## src/rtl/disp_scan_ctrl.sv

```systemverilog
// disp_scan_ctrl: scan scheduler for the eight-register seven-segment path.
// Cycles four active-low digit selects over four register pairs, blanks the
// start of every phase to suppress ghosting, and serves the decoders from a
// shadow copy of the register file that is refreshed only at frame edges.
module disp_scan_ctrl #(
    parameter int unsigned DIV   = 50000,
    parameter int unsigned BLANK = 16
) (
    input  logic         clk,
    input  logic         rst,
    input  logic         en,
    input  logic         freeze,
    input  logic         snap_req,
    input  logic [127:0] regs_in,
    output logic [3:0]   sel_n,
    output logic         blank,
    output logic [1:0]   phase,
    output logic [15:0]  disp_lo,
    output logic [15:0]  disp_hi,
    output logic         frame_done,
    output logic         snap_ack
);

    localparam int unsigned     CNT_W   = $clog2(DIV);
    localparam logic [CNT_W-1:0] CNT_MAX = CNT_W'(DIV - 1);

    typedef enum logic [1:0] {
        S_OFF,
        S_LOAD,
        S_SCAN
    } state_t;

    state_t           r_state;
    logic [CNT_W-1:0] r_cnt;
    logic [1:0]       r_phase;
    logic [3:0]       r_sel_n;
    logic             r_blank;
    logic             r_req;
    logic             r_ack;
    logic [15:0]      r_shadow [8];

    logic             w_frame_end;
    logic             w_load;
    logic [31:0]      w_cnt_inc;

    // Active-low select pattern for a given pair index.
    function automatic logic [3:0] sel_pattern(input logic [1:0] ph);
        case (ph)
            2'd0:    sel_pattern = 4'b0111;
            2'd1:    sel_pattern = 4'b1011;
            2'd2:    sel_pattern = 4'b1101;
            default: sel_pattern = 4'b1110;
        endcase
    endfunction

    // Frame boundary and shadow-load decode; a request arriving on the load
    // edge itself is honoured by that same load.
    always_comb begin
        w_frame_end = (r_state == S_SCAN) && (r_phase == 2'd3) && (r_cnt == CNT_MAX);
        w_load      = (r_state == S_LOAD) ||
                      (w_frame_end && (!freeze || r_req || snap_req));
        w_cnt_inc   = 32'(r_cnt) + 32'd1;
    end

    // Scan FSM; select and blank are registered from the next count/phase so
    // the outputs line up with the counter without any combinational path.
    always_ff @(posedge clk) begin
        if (rst) begin
            r_state <= S_OFF;
            r_cnt   <= '0;
            r_phase <= 2'd0;
            r_sel_n <= 4'b1111;
            r_blank <= 1'b1;
        end else begin
            case (r_state)
                S_OFF: begin
                    r_cnt   <= '0;
                    r_phase <= 2'd0;
                    r_sel_n <= 4'b1111;
                    r_blank <= 1'b1;
                    if (en) r_state <= S_LOAD;
                end
                S_LOAD: begin
                    r_state <= S_SCAN;
                    r_cnt   <= '0;
                    r_phase <= 2'd0;
                    r_sel_n <= 4'b1111;
                    r_blank <= 1'b1;
                end
                S_SCAN: begin
                    if (!en) begin
                        r_state <= S_OFF;
                        r_cnt   <= '0;
                        r_phase <= 2'd0;
                        r_sel_n <= 4'b1111;
                        r_blank <= 1'b1;
                    end else if (r_cnt == CNT_MAX) begin
                        r_cnt   <= '0;
                        r_phase <= r_phase + 2'd1;
                        r_sel_n <= 4'b1111;
                        r_blank <= 1'b1;
                    end else begin
                        r_cnt <= r_cnt + 1'b1;
                        if (w_cnt_inc >= BLANK) begin
                            r_sel_n <= sel_pattern(r_phase);
                            r_blank <= 1'b0;
                        end else begin
                            r_sel_n <= 4'b1111;
                            r_blank <= 1'b1;
                        end
                    end
                end
                default: begin
                    r_state <= S_OFF;
                    r_cnt   <= '0;
                    r_phase <= 2'd0;
                    r_sel_n <= 4'b1111;
                    r_blank <= 1'b1;
                end
            endcase
        end
    end

    // Snapshot request flag and one-cycle acknowledge after a servicing load.
    always_ff @(posedge clk) begin
        if (rst) begin
            r_req <= 1'b0;
            r_ack <= 1'b0;
        end else begin
            r_ack <= w_load && (r_req || snap_req);
            if (w_load) r_req <= 1'b0;
            else if (snap_req) r_req <= 1'b1;
        end
    end

    // Shadow register bank, captured on LOAD and on qualifying frame edges.
    always_ff @(posedge clk) begin
        if (rst) begin
            for (int k = 0; k < 8; k++) r_shadow[k] <= 16'h0000;
        end else if (w_load) begin
            for (int k = 0; k < 8; k++) r_shadow[k] <= regs_in[16*k +: 16];
        end
    end

    assign sel_n      = r_sel_n;
    assign blank      = r_blank;
    assign phase      = r_phase;
    assign frame_done = w_frame_end;
    assign snap_ack   = r_ack;
    assign disp_lo    = r_shadow[{r_phase, 1'b0}];
    assign disp_hi    = r_shadow[{r_phase, 1'b1}];

endmodule

```

## config.mk

```make
export PLATFORM = sky130hd
export DESIGN_NAME = disp_scan_ctrl
export DESIGN_NICKNAME = d
export VERILOG_FILES = /design/src/rtl/disp_scan_ctrl.sv
export SDC_FILE = /design/constraint.sdc
export NUM_CORES = 1
export LEC_CHECK = 0
export ABC_AREA = 1
export BUFFER_PORTS_ARGS = -buffer_cell sky130_fd_sc_hd__clkbuf_2
export CAP_MARGIN = 15
export CORE_MARGIN = 4
export CORE_UTILIZATION = 55
export DETAILED_ROUTE_END_ITERATION = 8
export PLACE_DENSITY_LB_ADDON = 0.2
export SLEW_MARGIN = 25
export SYNTH_ARGS = -nofsm -noshare
export SYNTH_HDL_FRONTEND = slang
export SYNTH_SLANG_ARGS = --single-unit
```

## constraint.sdc

```tcl
create_clock -name clk -period 8.66 [get_ports clk]
set_input_delay 1.732 -clock clk [delete_from_list [all_inputs] [get_ports clk]]
set_output_delay 1.732 -clock clk [all_outputs]
set_load 0.03 [all_outputs]
```

==> results_tabular.tex, run 1 <==
\begin{tabular}{lr}
\hline
Metric & Value \\
\hline
\multicolumn{2}{l}{\textbf{Critical path}} \\
\quad Req. time, crit path & 6.93 ns \\
\quad Worst Setup Start Kind & flip-flop \\
\quad Worst Path Max Fanout & 65 \\
\quad Cells on worst reg2reg path & 6 \\
\quad Startpoint-to-endpoint class of the critical path & flip-flop to output pin \\
\quad Arrival time of the worst setup path & 2.95 ns \\
\quad Capturing element type of the critical path & output pin \\
\multicolumn{2}{l}{\textbf{Timing}} \\
\quad Pins Over Slew Limit & 0 \\
\quad Remaining max-slew budget at the tightest pin & 31.4\% \\
\quad Setup TNS Final & 0 ns \\
\quad Max Freq & 0.214 GHz \\
\quad Smallest hold slack & 0.434 ns \\
\quad Number of hold-slack violations in the final timing report & 0 \\
\quad Ratio of final minimum period to clock period & 54.1\% \\
\quad Time the final worst path needs with I/O delays and setup & 4.68 ns \\
\quad Clock skew after layout & 0.00836 ns \\
\quad Setup violators final & 0 \\
\quad Actual slew at the worst max-slew pin & 1.03 ns \\
\quad Unrepaired setup endpoints after global routing & false \\
\multicolumn{2}{l}{\textbf{Clock network}} \\
\quad Sinks on Clock Net & 157 \\
\quad Resized Gates After CTS & 0 \\
\quad Root cell of the clock tree & sky130\_fd\_sc\_hd\_\_clkbuf\_16 \\
\quad Clock buffers created by TritonCTS & 17 \\
\quad Deepest level of the CTS H-tree & 4 \\
\quad Max Root-Sink Buffers & 2 \\
\quad TritonCTS clock tree & yes \\
\quad Total of hold buffers inserted after clock tree synthesis & 0 \\
\quad Clock slew at reported path FFs & 0.05 ns \\
\quad Insertion delay of the later-clocked pin in the worst-skew pair & 0.42 ns \\
\quad Setup fix buffers added after clock tree synthesis & 0 \\
\multicolumn{2}{l}{\textbf{Synthesis}} \\
\quad Number of distinct library cell variants in the gate-level netlist after synthesis & 29 \\
\quad Area of the mapped netlist & 7230 um2 \\
\quad Part of the Yosys area used for sequential elements & 61.2\% \\
\quad Gate Count Post-Synth & 780 \\
\quad Avg Synthesized Cell Area & 9.27 um2 \\
\quad Total number of yosys warnings & 0 \\
\quad Flop and latch count out of synthesis & 157 \\
\quad Net count after synthesis & 919 \\
\multicolumn{2}{l}{\textbf{Final layout}} \\
\quad Area taken by multi-input logic gates & 2080 um2 \\
\quad Filler cells & 1049 \\
\quad Combined flip-flop and latch cell area & 4430 um2 \\
\quad Synthesis-to-finish area growth & 21.9\% \\
\quad Number of nets in the finished design & 1082 \\
\quad Antenna Cells & 0 \\
\quad Ratio of cells with drive above 1 in the final layout & 25.3\% \\
\multicolumn{2}{l}{\textbf{Floorplan}} \\
\quad Die boundary height & 123 um \\
\quad Top-level port count & 174 \\
\quad Effective utilization at floorplan & 56.6\% \\
\quad Number of cell rows & 41 \\
\quad Die Area & 15100 um2 \\
\quad Die extent in x & 123 um \\
\quad Core area & 12800 um2 \\
\multicolumn{2}{l}{\textbf{Drt}} \\
\quad Routed WL per cell & 14.4 um \\
\quad Overall via count from detail\_route & 5613 \\
\quad Total routed wirelength & 16200 um \\
\quad Detailed-routing iteration count for the pre-antenna-repair pass & 5 \\
\quad Antenna Nets Post-Route & 0 \\
\quad Post-detailed-route via-to-cell ratio & 4.98 \\
\quad Post-route DRC & 0 \\
\quad Violation count after the first detailed-route iteration & 577 \\
\multicolumn{2}{l}{\textbf{Global route}} \\
\quad Global-route wire length before repair & 25000 um \\
\quad Number of antenna violations at the first check in global routing & 0 \\
\quad Via count of the first global-routing pass & 5235 \\
\quad Global router's overall resource usage & 21.8\% \\
\quad Maximum number of pins on one net before global-route repair & 77 \\
\quad Grt total ovfl & 0 \\
\multicolumn{2}{l}{\textbf{Placement}} \\
\quad Sum of net half-perimeters after detailed placement & 10800 um \\
\quad Global placer's final weighted congestion & 0.888 \\
\quad I/O Buffers & 173 \\
\multicolumn{2}{l}{\textbf{Pwr}} \\
\quad Power per unit of standard cell area & 200 nW/um2 \\
\quad Peak supply drop & 0.000116 V \\
\quad Leakage power total & 0.00420 uW \\
\multicolumn{2}{l}{\textbf{Worst hold path}} \\
\quad Hold path depth & 1 \\
\quad Hold crit path type & flip-flop to flip-flop \\
\multicolumn{2}{l}{\textbf{Run}} \\
\quad \# Max-Cap Violations & 0 \\
\multicolumn{2}{l}{\textbf{Status}} \\
\quad Status & finished, final reports clean \\
\hline
\end{tabular}
==> path summary, 6_finish.rpt <==
check / slack (ns) / to / from
hold / removal: 0.43 / r_state[0]$_SDFFE_PP0P_ / r_state[1]$_SDFFE_PP0P_
hold reg to reg: 0.43 / r_state[0]$_SDFFE_PP0P_ / r_state[1]$_SDFFE_PP0P_
setup / recovery: 3.98 / disp_lo[13] / flip-flop
setup reg to reg: 5.66 / r_shadow[7][4]$_SDFFCE_PP0P_ / r_cnt[0]$_SDFF_PP0_
==> cell families (layout without fill, tap and decap cells) <==
family	after synthesis	in the layout	share of synthesized area, %
AOI/OAI and AO/OA	111	111	8.29
xor gates and xnor gates	1	1	0.121
adders and majority gates	6	6	1.04
buffers and inverters	189	365	10.3
DFF	157	157	61.2
and+or+nand+nor	316	316	19.1
==> layout make-up <==
type                       instances  share of cell area (%)
sequential                       157                    50.2
timing repair buffer             178                    10.2
clock buffer                      26                    5.66
multi-input combinational        434                    23.6
inverter                         155                    6.63
tap                              172                    2.44
clock inverter                     6                    1.23
==> metal layers <==
metal,GRT usage [%],wire length (um)
met4,7.28,154
met1,28.6,6880
met3,5.07,1070
met5,0,0
met2,35.9,8120
==> placed cells by master (no fill, tap or decap), drive strengths merged <==
cell type  count
xnor2          1
nor4           3
nand3b         1
ha             6
o21ai         68
clkinv         5
dfxtp         29
buf            5
edfxtp       128
clkbuf       199
bufinv         3
a21oi          9
and2           1
o22ai         33
nand2         52
nor2         227
nor3           2
nand3         21
nand4          8
inv          153
o21bai         1
or2            1
==> state kept, by name, indices dropped and copies added (netlist names), named ones only <==
name      count
snap_ack      1
r_state       2
r_req         1
r_shadow    128
sel_n         4
phase         2
r_cnt        16
blank         1
==> metrics by stage <==
step,total power [uW],area (um2),util [%],std cells,setup slack (ns)
after floorplan,973,7230,-,780,2.29
after global routing,1820,8820,69.0,1128,3.69
after detailed placement,1020,8210,64.3,1096,4.37
after global placement,1020,8210,64.3,1096,4.39
final,1760,8820,69.0,1128,3.98
after CTS,1770,8820,69.0,1128,4.32
==> cells in the mapped netlist (all sizes together) <==
master	instances	area, um2
ha	6	75.1
a21oi	9	45.0
nand3	21	105
dfxtp	29	581
and2	1	6.26
nand2	52	200
clkbuf	27	101
inv	153	574
o21ai	68	340
nor4	3	25.0
edfxtp	128	3840
clkinv	2	8.75
nor3	2	10.0
nand3b	1	7.51
o22ai	33	206
nor2	227	970
buf	7	61.3
xnor2	1	8.76
or2	1	6.26
nand4	8	50.1
o21bai	1	7.51
==> where the power goes <==
part / switching [uW] / total, uW / internal, uW
Combinational: 86.5 / 131 / 44.4
Sequential: 11.4 / 878 / 867
Clock: 270 / 754 / 484
==> critical path, stage by stage, from the launching register on <==
cell and delay [ns]:
sky130_fd_sc_hd__dfxtp_2 0.31, sky130_fd_sc_hd__buf_4 0.50, sky130_fd_sc_hd__clkinv_2 0.85, sky130_fd_sc_hd__o21ai_0 0.46, sky130_fd_sc_hd__o22ai_1 0.14, sky130_fd_sc_hd__clkbuf_2 0.21
Power figures use the tool's default switching activity.
==> run 2: changes to the inputs <==
--- a/config.mk
+++ b/config.mk
@@ -5,11 +5,11 @@
 export SDC_FILE = /design/constraint.sdc
 export NUM_CORES = 1
 export LEC_CHECK = 0
-export ABC_AREA = 1
+export ABC_AREA = 0
 export BUFFER_PORTS_ARGS = -buffer_cell sky130_fd_sc_hd__clkbuf_2
 export CAP_MARGIN = 15
 export CORE_MARGIN = 4
-export CORE_UTILIZATION = 55
+export CORE_UTILIZATION = 53
 export DETAILED_ROUTE_END_ITERATION = 8
 export PLACE_DENSITY_LB_ADDON = 0.2
 export SLEW_MARGIN = 25
==> constraint.sdc (replaced) <==
create_clock -name clk -period 4.7 [get_ports clk]
set_input_delay 0.94 -clock clk [delete_from_list [all_inputs] [get_ports clk]]
set_output_delay 0.94 -clock clk [all_outputs]
set_load 0.03 [all_outputs]
==> results_tabular.tex, run 2 <==
\begin{tabular}{lr}
\hline
Metric & Value \\
\hline
\multicolumn{2}{l}{\textbf{Status}} \\
\quad Status & finished, final reports clean (unchanged) \\
\multicolumn{2}{l}{\textbf{Clock network}} \\
\quad Deepest level of the CTS H-tree & 4 (unchanged) \\
\quad Max Root-Sink Buffers & 2 (unchanged) \\
\quad Clock buffers created by TritonCTS & 17 (unchanged) \\
\quad Clock slew at reported path FFs & 0.06 ns (was 0.05 ns) \\
\quad Resized Gates After CTS & 0 (unchanged) \\
\quad TritonCTS clock tree & yes (unchanged) \\
\quad Insertion delay of the later-clocked pin in the worst-skew pair & 0.41 ns (was 0.42 ns) \\
\quad Setup fix buffers added after clock tree synthesis & 0 (unchanged) \\
\quad Root cell of the clock tree & sky130\_fd\_sc\_hd\_\_clkbuf\_16 (unchanged) \\
\quad Total of hold buffers inserted after clock tree synthesis & 0 (unchanged) \\
\quad Sinks on Clock Net & 157 (unchanged) \\
\multicolumn{2}{l}{\textbf{Synthesis}} \\
\quad Flop and latch count out of synthesis & 157 (unchanged) \\
\quad Cell with the most instances after synthesis & sky130\_fd\_sc\_hd\_\_edfxtp\_1 (was sky130\_fd\_sc\_hd\_\_nor2\_1) \\
\quad Synth top area cells & sky130\_fd\_sc\_hd\_\_edfxtp\_1 56\%, sky130\_fd\_sc\_hd\_\_mux4\_2 10\%, sky130\_fd\_sc\_hd\_\_and2\_1 8.8\% (was sky130\_fd\_sc\_hd\_\_edfxtp\_1 53\%, sky130\_fd\_sc\_hd\_\_nor2\_1 10\%, sky130\_fd\_sc\_hd\_\_dfxtp\_1 8.0\%) \\
\quad Part of the Yosys area used for sequential elements & 64.3\% (was 61.2\%) \\
\quad Net count after synthesis & 604 (was 919) \\
\quad Top cells by count, synth & 128 x sky130\_fd\_sc\_hd\_\_edfxtp\_1, 97 x sky130\_fd\_sc\_hd\_\_and2\_1, 34 x sky130\_fd\_sc\_hd\_\_nor2b\_1 (was 198 x sky130\_fd\_sc\_hd\_\_nor2\_1, 153 x sky130\_fd\_sc\_hd\_\_inv\_1, 128 x sky130\_fd\_sc\_hd\_\_edfxtp\_1) \\
\quad Post-synthesis cell type with the largest combined area & sky130\_fd\_sc\_hd\_\_edfxtp\_1 (unchanged) \\
\quad Number of flops mapped to enable cells by yosys & 128 (unchanged) \\
\quad Area of the mapped netlist & 6880 um2 (was 7230 um2) \\
\quad Area share of the leading cell type in the synthesized netlist & 55.8\% (was 53.1\%) \\
\quad Gate Count Post-Synth & 465 (was 780) \\
\quad Total number of yosys warnings & 0 (unchanged) \\
\quad Avg Synthesized Cell Area & 14.8 um2 (was 9.27 um2) \\
\quad Post-synthesis async set-or-reset flop share & 0\% (unchanged) \\
\quad Number of distinct library cell variants in the gate-level netlist after synthesis & 49 (was 29) \\
\quad Dominant synthesized flop cell & sky130\_fd\_sc\_hd\_\_edfxtp\_1 (unchanged) \\
\multicolumn{2}{l}{\textbf{Timing}} \\
\quad Remaining max-slew budget at the tightest pin & 37.7\% (was 31.4\%) \\
\quad Setup violators final & 0 (unchanged) \\
\quad Number of hold-slack violations in the final timing report & 0 (unchanged) \\
\quad Max Freq & 0.322 GHz \\
\quad Ratio of final minimum period to clock period & 66.1\% \\
\quad Clock skew after layout & 0.00577 ns (was 0.00836 ns) \\
\quad Actual slew at the worst max-slew pin & 0.935 ns (was 1.03 ns) \\
\quad Smallest hold slack & 0.475 ns (was 0.434 ns) \\
\quad Pins Over Slew Limit & 0 (unchanged) \\
\quad Setup TNS Final & 0 ns (unchanged) \\
\quad Unrepaired setup endpoints after global routing & false (unchanged) \\
\quad Time the final worst path needs with I/O delays and setup & 3.11 ns \\
\multicolumn{2}{l}{\textbf{Pwr}} \\
\quad Leakage power total & 0.00338 uW (was 0.00420 uW) \\
\quad Power per unit of standard cell area & 375 nW/um2 (was 200 nW/um2) \\
\quad Peak supply drop & 0.000197 V (was 0.000116 V) \\
\multicolumn{2}{l}{\textbf{Final layout}} \\
\quad Ratio of cells with drive above 1 in the final layout & 39.4\% (was 25.3\%) \\
\quad Commonest cells after routing, fill and taps aside & 178 x sky130\_fd\_sc\_hd\_\_clkbuf\_2, 128 x sky130\_fd\_sc\_hd\_\_edfxtp\_1, 97 x sky130\_fd\_sc\_hd\_\_and2\_1 (was 198 x sky130\_fd\_sc\_hd\_\_nor2\_1, 173 x sky130\_fd\_sc\_hd\_\_clkbuf\_2, 153 x sky130\_fd\_sc\_hd\_\_inv\_1) \\
\quad Synthesis-to-finish area growth & 22.7\% (was 21.9\%) \\
\quad Layout Cells excl Fill & 816 (was 1128) \\
\quad Antenna Cells & 0 (unchanged) \\
\quad Number of nets in the finished design & 770 (was 1082) \\
\quad Largest register FFs & 128 (unchanged) \\
\quad Post-route design area & 8450 um2 (was 8820 um2) \\
\quad Final core utilization & 66.7\% (was 69.0\%) \\
\quad Reg with most FFs & r\_shadow (unchanged) \\
\quad Leading cell type in the layout, fill and taps excluded & sky130\_fd\_sc\_hd\_\_clkbuf\_2 (was sky130\_fd\_sc\_hd\_\_nor2\_1) \\
\multicolumn{2}{l}{\textbf{Global route}} \\
\quad Global router's overall resource usage & 19.7\% (was 21.8\%) \\
\quad Number of antenna violations at the first check in global routing & 0 (unchanged) \\
\quad Grt total ovfl & 0 (unchanged) \\
\quad Maximum number of pins on one net before global-route repair & 82 (was 77) \\
\quad Via count of the first global-routing pass & 4494 (was 5235) \\
\quad Global-route wire length before repair & 22000 um (was 25000 um) \\
\multicolumn{2}{l}{\textbf{Drt}} \\
\quad Total routed wirelength & 14000 um (was 16200 um) \\
\quad Overall via count from detail\_route & 4317 (was 5613) \\
\quad Post-route DRC & 0 (unchanged) \\
\quad Antenna Nets Post-Route & 0 (unchanged) \\
\quad Detailed-routing iteration count for the pre-antenna-repair pass & 4 (was 5) \\
\quad Violation count after the first detailed-route iteration & 311 (was 577) \\
\quad Post-detailed-route via-to-cell ratio & 5.29 (was 4.98) \\
\quad Routed WL per cell & 17.2 um (was 14.4 um) \\
\multicolumn{2}{l}{\textbf{Critical path}} \\
\quad Top cell family by delay on the critical path & simple AND/OR/NAND/NOR gates (was buffers and inverters) \\
\quad Reg-to-reg startpoint & r\_cnt[0]\$\_SDFF\_PP0\_ (unchanged) \\
\quad Startpoint-to-endpoint class of the critical path & flip-flop to output pin (unchanged) \\
\quad Cell occurring most often along the worst timing path & sky130\_fd\_sc\_hd\_\_nand3\_1 \\
\quad Launch point of the worst path & r\_cnt[0]\$\_SDFF\_PP0\_ \\
\quad Capturing element type of the critical path & output pin (unchanged) \\
\quad Worst path buffer plus inverter count & 1 (was 3) \\
\quad Sequence of cells on the critical path & ha\_1 -> nand3\_1 -> nor2\_1 -> nand3\_1 -> nor3\_1 -> clkbuf\_2 (was buf\_4 -> clkinv\_2 -> o21ai\_0 -> o22ai\_1 -> clkbuf\_2) \\
\quad Cell with the largest stage delay on the worst path & sky130\_fd\_sc\_hd\_\_dfxtp\_1 (was sky130\_fd\_sc\_hd\_\_clkinv\_2) \\
\quad Worst Setup Start Kind & flip-flop (unchanged) \\
\quad Largest incremental delay on the critical path & 0.44 ns (was 0.85 ns) \\
\quad Req. time, crit path & 3.76 ns (was 6.93 ns) \\
\quad Arrival time of the worst setup path & 2.17 ns (was 2.95 ns) \\
\quad Worst Path Max Fanout & 9 (was 65) \\
\multicolumn{2}{l}{\textbf{Floorplan}} \\
\quad Effective utilization at floorplan & 54.3\% (was 56.6\%) \\
\quad Die extent in x & 122 um (was 123 um) \\
\quad Die Area & 14900 um2 (was 15100 um2) \\
\quad Number of cell rows & 41 (unchanged) \\
\quad Top-level port count & 174 (unchanged) \\
\quad Core area & 12700 um2 (was 12800 um2) \\
\quad Die boundary height & 122 um (was 123 um) \\
\multicolumn{2}{l}{\textbf{Worst hold path}} \\
\quad Hold crit path type & flip-flop to flip-flop (unchanged) \\
\quad Hold wc startpoint & r\_state[0]\$\_SDFFE\_PP0P\_ (was r\_state[1]\$\_SDFFE\_PP0P\_) \\
\multicolumn{2}{l}{\textbf{Placement}} \\
\quad Cell Count Post-Placement & 784 (was 1096) \\
\quad Global placer's final weighted congestion & 0.782 (was 0.888) \\
\quad I/O Buffers & 173 (unchanged) \\
\quad Cell area reported after detailed placement & 7860 um2 (was 8210 um2) \\
\quad Sum of net half-perimeters after detailed placement & 9390 um (was 10800 um) \\
\multicolumn{2}{l}{\textbf{Run}} \\
\quad \# Max-Cap Violations & 0 (unchanged) \\
\hline
\end{tabular}
[run 2: path summary, 6_finish.rpt]
check / endpoint / slack (ns) / depth (start not counted)
worst max-delay path: frame_done / 1.59 / 6
worst min-delay path: r_state[0]$_SDFFE_PP0P_ / 0.48 / 1
worst max register to register: r_shadow[2][14]$_SDFFCE_PN0P_ / 1.87 / 7
worst min register to register: r_state[0]$_SDFFE_PP0P_ / 0.48 / 1
[run 2: cell families (layout without fill, tap and decap cells)]
logic type                 Yosys count  after routing  share of synthesized area [%]
and+or+nand+nor                    204            204                           18.0
buffers and inverters               34            213                           2.53
AOI/OAI and AO/OA                   19             19                           1.94
muxes                               32             32                           10.5
adders and majority gates            6              6                           1.09
DFF                                157            157                           64.3
xor gates and xnor gates            13             13                           1.65
[run 2: worst register-to-register path: stages (launching register included)]
cell	delay [ns]
sky130_fd_sc_hd__dfxtp_1	0.44
sky130_fd_sc_hd__ha_1	0.24
sky130_fd_sc_hd__and3_1	0.25
sky130_fd_sc_hd__and4_1	0.37
sky130_fd_sc_hd__a21oi_4	0.14
sky130_fd_sc_hd__nor2_4	0.50
sky130_fd_sc_hd__buf_4	0.53
sky130_fd_sc_hd__and2_1	0.22
[run 2: stage by stage]
step                total power (uW)  setup WS, ns
global placement                1860          1.52
detailed placement              1870          1.45
global route                    3280          1.43
floorplan                       1770          1.28
finish                          3160          1.59
CTS                             3190          1.25
[run 2: layout make-up]
cell class	count	area, um2
clock buffers	28	567
multi-input cells	274	2290
well taps	172	215
inverters	4	15.0
fillers	963	4220
clock inverters	4	20.0
repair buffers	177	908
flip-flops and latches	157	4430
[run 2: where the power goes]
group          switching (uW)  internal (uW)  total [uW]  leakage (uW)
Clock                     506            820        1330      0.000304
Sequential               20.4           1600        1620       0.00158
Combinational             126           96.9         222       0.00150
[run 2: layer usage]
metal | GRT usage, % | vias up | wire [um]
li1 | - | 2028 | -
met4 | 9.17 | 0 | 317
met3 | 5.15 | 24 | 947
met2 | 32.8 | 161 | 7100
met5 | 0 | - | 0
met1 | 24.3 | 2104 | 5640
==> run 3: changes to the inputs <==
--- a/config.mk
+++ b/config.mk
@@ -9,7 +9,7 @@
 export BUFFER_PORTS_ARGS = -buffer_cell sky130_fd_sc_hd__clkbuf_2
 export CAP_MARGIN = 15
 export CORE_MARGIN = 4
-export CORE_UTILIZATION = 53
+export CORE_UTILIZATION = 48
 export DETAILED_ROUTE_END_ITERATION = 8
 export PLACE_DENSITY_LB_ADDON = 0.2
 export SLEW_MARGIN = 25
==> constraint.sdc (replaced) <==
create_clock -name clk -period 2.8 [get_ports clk]
set_input_delay 0.56 -clock clk [delete_from_list [all_inputs] [get_ports clk]]
set_output_delay 0.56 -clock clk [all_outputs]
set_load 0.03 [all_outputs]
==> results_tabular.tex, run 3 (synthesized netlist as in run 2, its figures left out) <==
\begin{tabular}{lr}
\hline
Metric & Value \\
\hline
\multicolumn{2}{l}{\textbf{Floorplan}} \\
\quad Effective utilization at floorplan & 49.2\% (was 54.3\%) \\
\quad Die Area & 16300 um2 (was 14900 um2) \\
\quad Die extent in x & 128 um (was 122 um) \\
\quad Top-level port count & 174 (unchanged) \\
\quad Core area & 14000 um2 (was 12700 um2) \\
\quad Number of cell rows & 43 (was 41) \\
\quad Die boundary height & 128 um (was 122 um) \\
\multicolumn{2}{l}{\textbf{Pwr}} \\
\quad Clock network power share & 39.8\% (was 41.9\%) \\
\quad Power per unit of standard cell area & 608 nW/um2 (was 375 nW/um2) \\
\quad Internal power of the cells & 4080 uW (was 2510 uW) \\
\quad Switching share of total power & 20.6\% (about the same) \\
\quad Peak supply drop & 0.000378 V (was 0.000197 V) \\
\quad Sequential power share & 52.8\% (was 51.1\%) \\
\quad Combinational share of power & 7.4\% (was 7.0\%) \\
\quad Switch Pwr & 1060 uW (was 652 uW) \\
\quad Leakage power total & 0.00336 uW (was 0.00338 uW) \\
\multicolumn{2}{l}{\textbf{Worst hold path}} \\
\quad End point of the worst hold path & r\_req\$\_SDFFE\_PP0P\_ (was r\_state[0]\$\_SDFFE\_PP0P\_) \\
\quad Hold crit path type & primary input to flip-flop (was flip-flop to flip-flop) \\
\quad Hold path depth & 3 (was 1) \\
\quad Hold wc startpoint & snap\_req (was r\_state[0]\$\_SDFFE\_PP0P\_) \\
\multicolumn{2}{l}{\textbf{Final layout}} \\
\quad Synthesis-to-finish area growth & 22.9\% (was 22.7\%) \\
\quad Number of nets in the finished design & 773 (was 770) \\
\quad Ratio of cells with drive above 1 in the final layout & 38.3\% (was 39.4\%) \\
\quad Largest register FFs & 128 (unchanged) \\
\quad Antenna Cells & 0 (unchanged) \\
\quad Reg with most FFs & r\_shadow (unchanged) \\
\quad Commonest cells after routing, fill and taps aside & 173 x sky130\_fd\_sc\_hd\_\_clkbuf\_2, 128 x sky130\_fd\_sc\_hd\_\_edfxtp\_1, 97 x sky130\_fd\_sc\_hd\_\_and2\_1 (was 178 x sky130\_fd\_sc\_hd\_\_clkbuf\_2, 128 x sky130\_fd\_sc\_hd\_\_edfxtp\_1, 97 x sky130\_fd\_sc\_hd\_\_and2\_1) \\
\quad Leading cell type in the layout, fill and taps excluded & sky130\_fd\_sc\_hd\_\_clkbuf\_2 (unchanged) \\
\multicolumn{2}{l}{\textbf{Timing}} \\
\quad Clock skew after layout & 0.00919 ns (was 0.00577 ns) \\
\quad Setup violators final & 0 (unchanged) \\
\quad Max Freq & 0.389 GHz \\
\quad Final worst-path setup slack & 0.230 ns (was 1.59 ns) \\
\quad Time the final worst path needs with I/O delays and setup & 2.57 ns \\
\quad Unrepaired setup endpoints after global routing & false (unchanged) \\
\quad Actual slew at the worst max-slew pin & 0.464 ns (was 0.935 ns) \\
\quad Remaining max-slew budget at the tightest pin & 69.1\% (was 37.7\%) \\
\quad Number of hold-slack violations in the final timing report & 0 (unchanged) \\
\quad Ratio of final minimum period to clock period & 91.8\% \\
\quad Setup TNS Final & 0 ns (unchanged) \\
\quad Pins Over Slew Limit & 0 (unchanged) \\
\multicolumn{2}{l}{\textbf{Critical path}} \\
\quad Launch point of the worst path & r\_cnt[0]\$\_SDFF\_PP0\_ (unchanged) \\
\quad Cell with the largest stage delay on the worst path & sky130\_fd\_sc\_hd\_\_dfxtp\_1 (unchanged) \\
\quad Cells on worst reg2reg path & 6 (was 7) \\
\quad Capturing element type of the critical path & output pin (unchanged) \\
\quad Reg-to-reg startpoint & r\_cnt[0]\$\_SDFF\_PP0\_ (unchanged) \\
\quad End of the worst register-to-register path & r\_shadow[0][9]\$\_SDFFCE\_PN0P\_ (was r\_shadow[2][14]\$\_SDFFCE\_PN0P\_) \\
\quad Sequence of cells on the critical path & ha\_1 -> nand3\_2 -> nor2\_1 -> nand3\_1 -> nor3\_1 -> clkbuf\_2 (was ha\_1 -> nand3\_1 -> nor2\_1 -> nand3\_1 -> nor3\_1 -> clkbuf\_2) \\
\quad Arrival time of the worst setup path & 2.01 ns (was 2.17 ns) \\
\quad Req. time, crit path & 2.24 ns (was 3.76 ns) \\
\quad Largest incremental delay on the critical path & 0.45 ns (was 0.44 ns) \\
\quad Worst path buffer plus inverter count & 1 (unchanged) \\
\quad Worst Setup Start Kind & flip-flop (unchanged) \\
\quad Startpoint-to-endpoint class of the critical path & flip-flop to output pin (unchanged) \\
\quad Top cell family by delay on the critical path & simple AND/OR/NAND/NOR gates (unchanged) \\
\quad Worst Path Max Fanout & 9 (unchanged) \\
\quad Slack of the worst reg-to-reg path & 0.43 ns (was 1.87 ns) \\
\multicolumn{2}{l}{\textbf{Placement}} \\
\quad Pre-CTS worst setup slack & 0.472 ns (was 1.45 ns) \\
\quad I/O Buffers & 173 (unchanged) \\
\quad Sum of net half-perimeters after detailed placement & 9740 um (was 9390 um) \\
\quad Global placer's final weighted congestion & 0.849 (was 0.782) \\
\multicolumn{2}{l}{\textbf{Drt}} \\
\quad Total routed wirelength & 14300 um (was 14000 um) \\
\quad Antenna Nets Post-Route & 0 (unchanged) \\
\quad Post-detailed-route via-to-cell ratio & 5.21 (was 5.29) \\
\quad Violation count after the first detailed-route iteration & 316 (was 311) \\
\quad Detailed-routing iteration count for the pre-antenna-repair pass & 4 (unchanged) \\
\quad Post-route DRC & 0 (unchanged) \\
\quad Overall via count from detail\_route & 4310 (was 4317) \\
\quad Routed WL per cell & 17.3 um (was 17.2 um) \\
\multicolumn{2}{l}{\textbf{Status}} \\
\quad Status & finished, final reports clean (unchanged) \\
\multicolumn{2}{l}{\textbf{Clock network}} \\
\quad Clock buffers created by TritonCTS & 17 (unchanged) \\
\quad Deepest level of the CTS H-tree & 4 (unchanged) \\
\quad Max Root-Sink Buffers & 2 (unchanged) \\
\quad TritonCTS clock tree & yes (unchanged) \\
\quad Sinks on Clock Net & 157 (unchanged) \\
\quad Clock slew at reported path FFs & 0.06 ns (about the same) \\
\quad Resized Gates After CTS & 0 (unchanged) \\
\quad Setup fix buffers added after clock tree synthesis & 0 (unchanged) \\
\quad Root cell of the clock tree & sky130\_fd\_sc\_hd\_\_clkbuf\_16 (unchanged) \\
\quad Insertion delay of the later-clocked pin in the worst-skew pair & 0.41 ns (about the same) \\
\quad Total of hold buffers inserted after clock tree synthesis & 0 (unchanged) \\
\multicolumn{2}{l}{\textbf{Global route}} \\
\quad Via count of the first global-routing pass & 4429 (was 4494) \\
\quad Maximum number of pins on one net before global-route repair & 97 (was 82) \\
\quad Global router's overall resource usage & 18.0\% (was 19.7\%) \\
\quad Global-route wire length before repair & 22400 um (was 22000 um) \\
\quad Number of antenna violations at the first check in global routing & 1 (was 0) \\
\quad Grt total ovfl & 0 (unchanged) \\
\multicolumn{2}{l}{\textbf{Run}} \\
\quad \# Max-Cap Violations & 0 (unchanged) \\
\hline
\end{tabular}
==> run 3: worst max path at each step <==
stage	endpoint	slack [ns]	cells after the start
floorplan	r_shadow[0][0]$_SDFFCE_PN0P_	0.26	6
CTS	frame_done	0.11	6
finish	frame_done	0.23	6
global route	frame_done	0.1	6
detailed placement	r_shadow[6][8]$_SDFFCE_PP0P_	0.47	6
global placement	frame_done	0.62	6
==> run 3: power groups by stage <==
stage / clock [uW] / sequential, uW / combinational [uW]
after detailed placement: 0 / 2760 / 386
after global placement: 0 / 2750 / 380
after global routing: 2200 / 2720 / 414
after floorplan: 0 / 2750 / 217
final: 2050 / 2710 / 381
after CTS: 2090 / 2720 / 387
==> run 3: worst reg2reg max path: stages, from the launching register on <==
cell	delay [ns]
sky130_fd_sc_hd__dfxtp_1	0.45
sky130_fd_sc_hd__ha_1	0.28
sky130_fd_sc_hd__and3_1	0.24
sky130_fd_sc_hd__and4_1	0.37
sky130_fd_sc_hd__a21oi_4	0.13
sky130_fd_sc_hd__nand2b_4	0.14
sky130_fd_sc_hd__buf_4	0.39
==> run 3: through the flow <==
| step | hold WS (ns) | area [um2] | power, uW | std cells | utilization, % |
|---|---|---|---|---|---|
| 2_1_floorplan | 0.430 | 6890 | 2970 | 465 | - |
| 3_3_place_gp | 0.443 | 7930 | 3130 | 795 | 56.7 |
| 3_5_place_dp | 0.457 | 7930 | 3150 | 795 | 56.7 |
| 4_1_cts | 0.399 | 8450 | 5200 | 827 | 60.4 |
| 5_1_grt | 0.409 | 8460 | 5340 | 827 | 60.5 |
| 6_report | 0.417 | 8460 | 5140 | 827 | 60.5 |
==> run 3: layer usage <==
metal,part of all wire [%],global-route usage (%),routed length (um)
met2,49,28.6,6970
met1,43,23.5,6100
met4,1.7,7.55,248
met5,0.13,0,19
met3,6.6,5.21,950
==> run 3: cell type report <==
type	instances	area, um2
Clock buffer	30	515
Clock inverter	2	10.0
Fill cell	1111	5530
Inverter	4	15.0
Multi-Input combinational cell	274	2300
Sequential cell	157	4430
Tap cell	180	225
Timing Repair Buffer	180	968
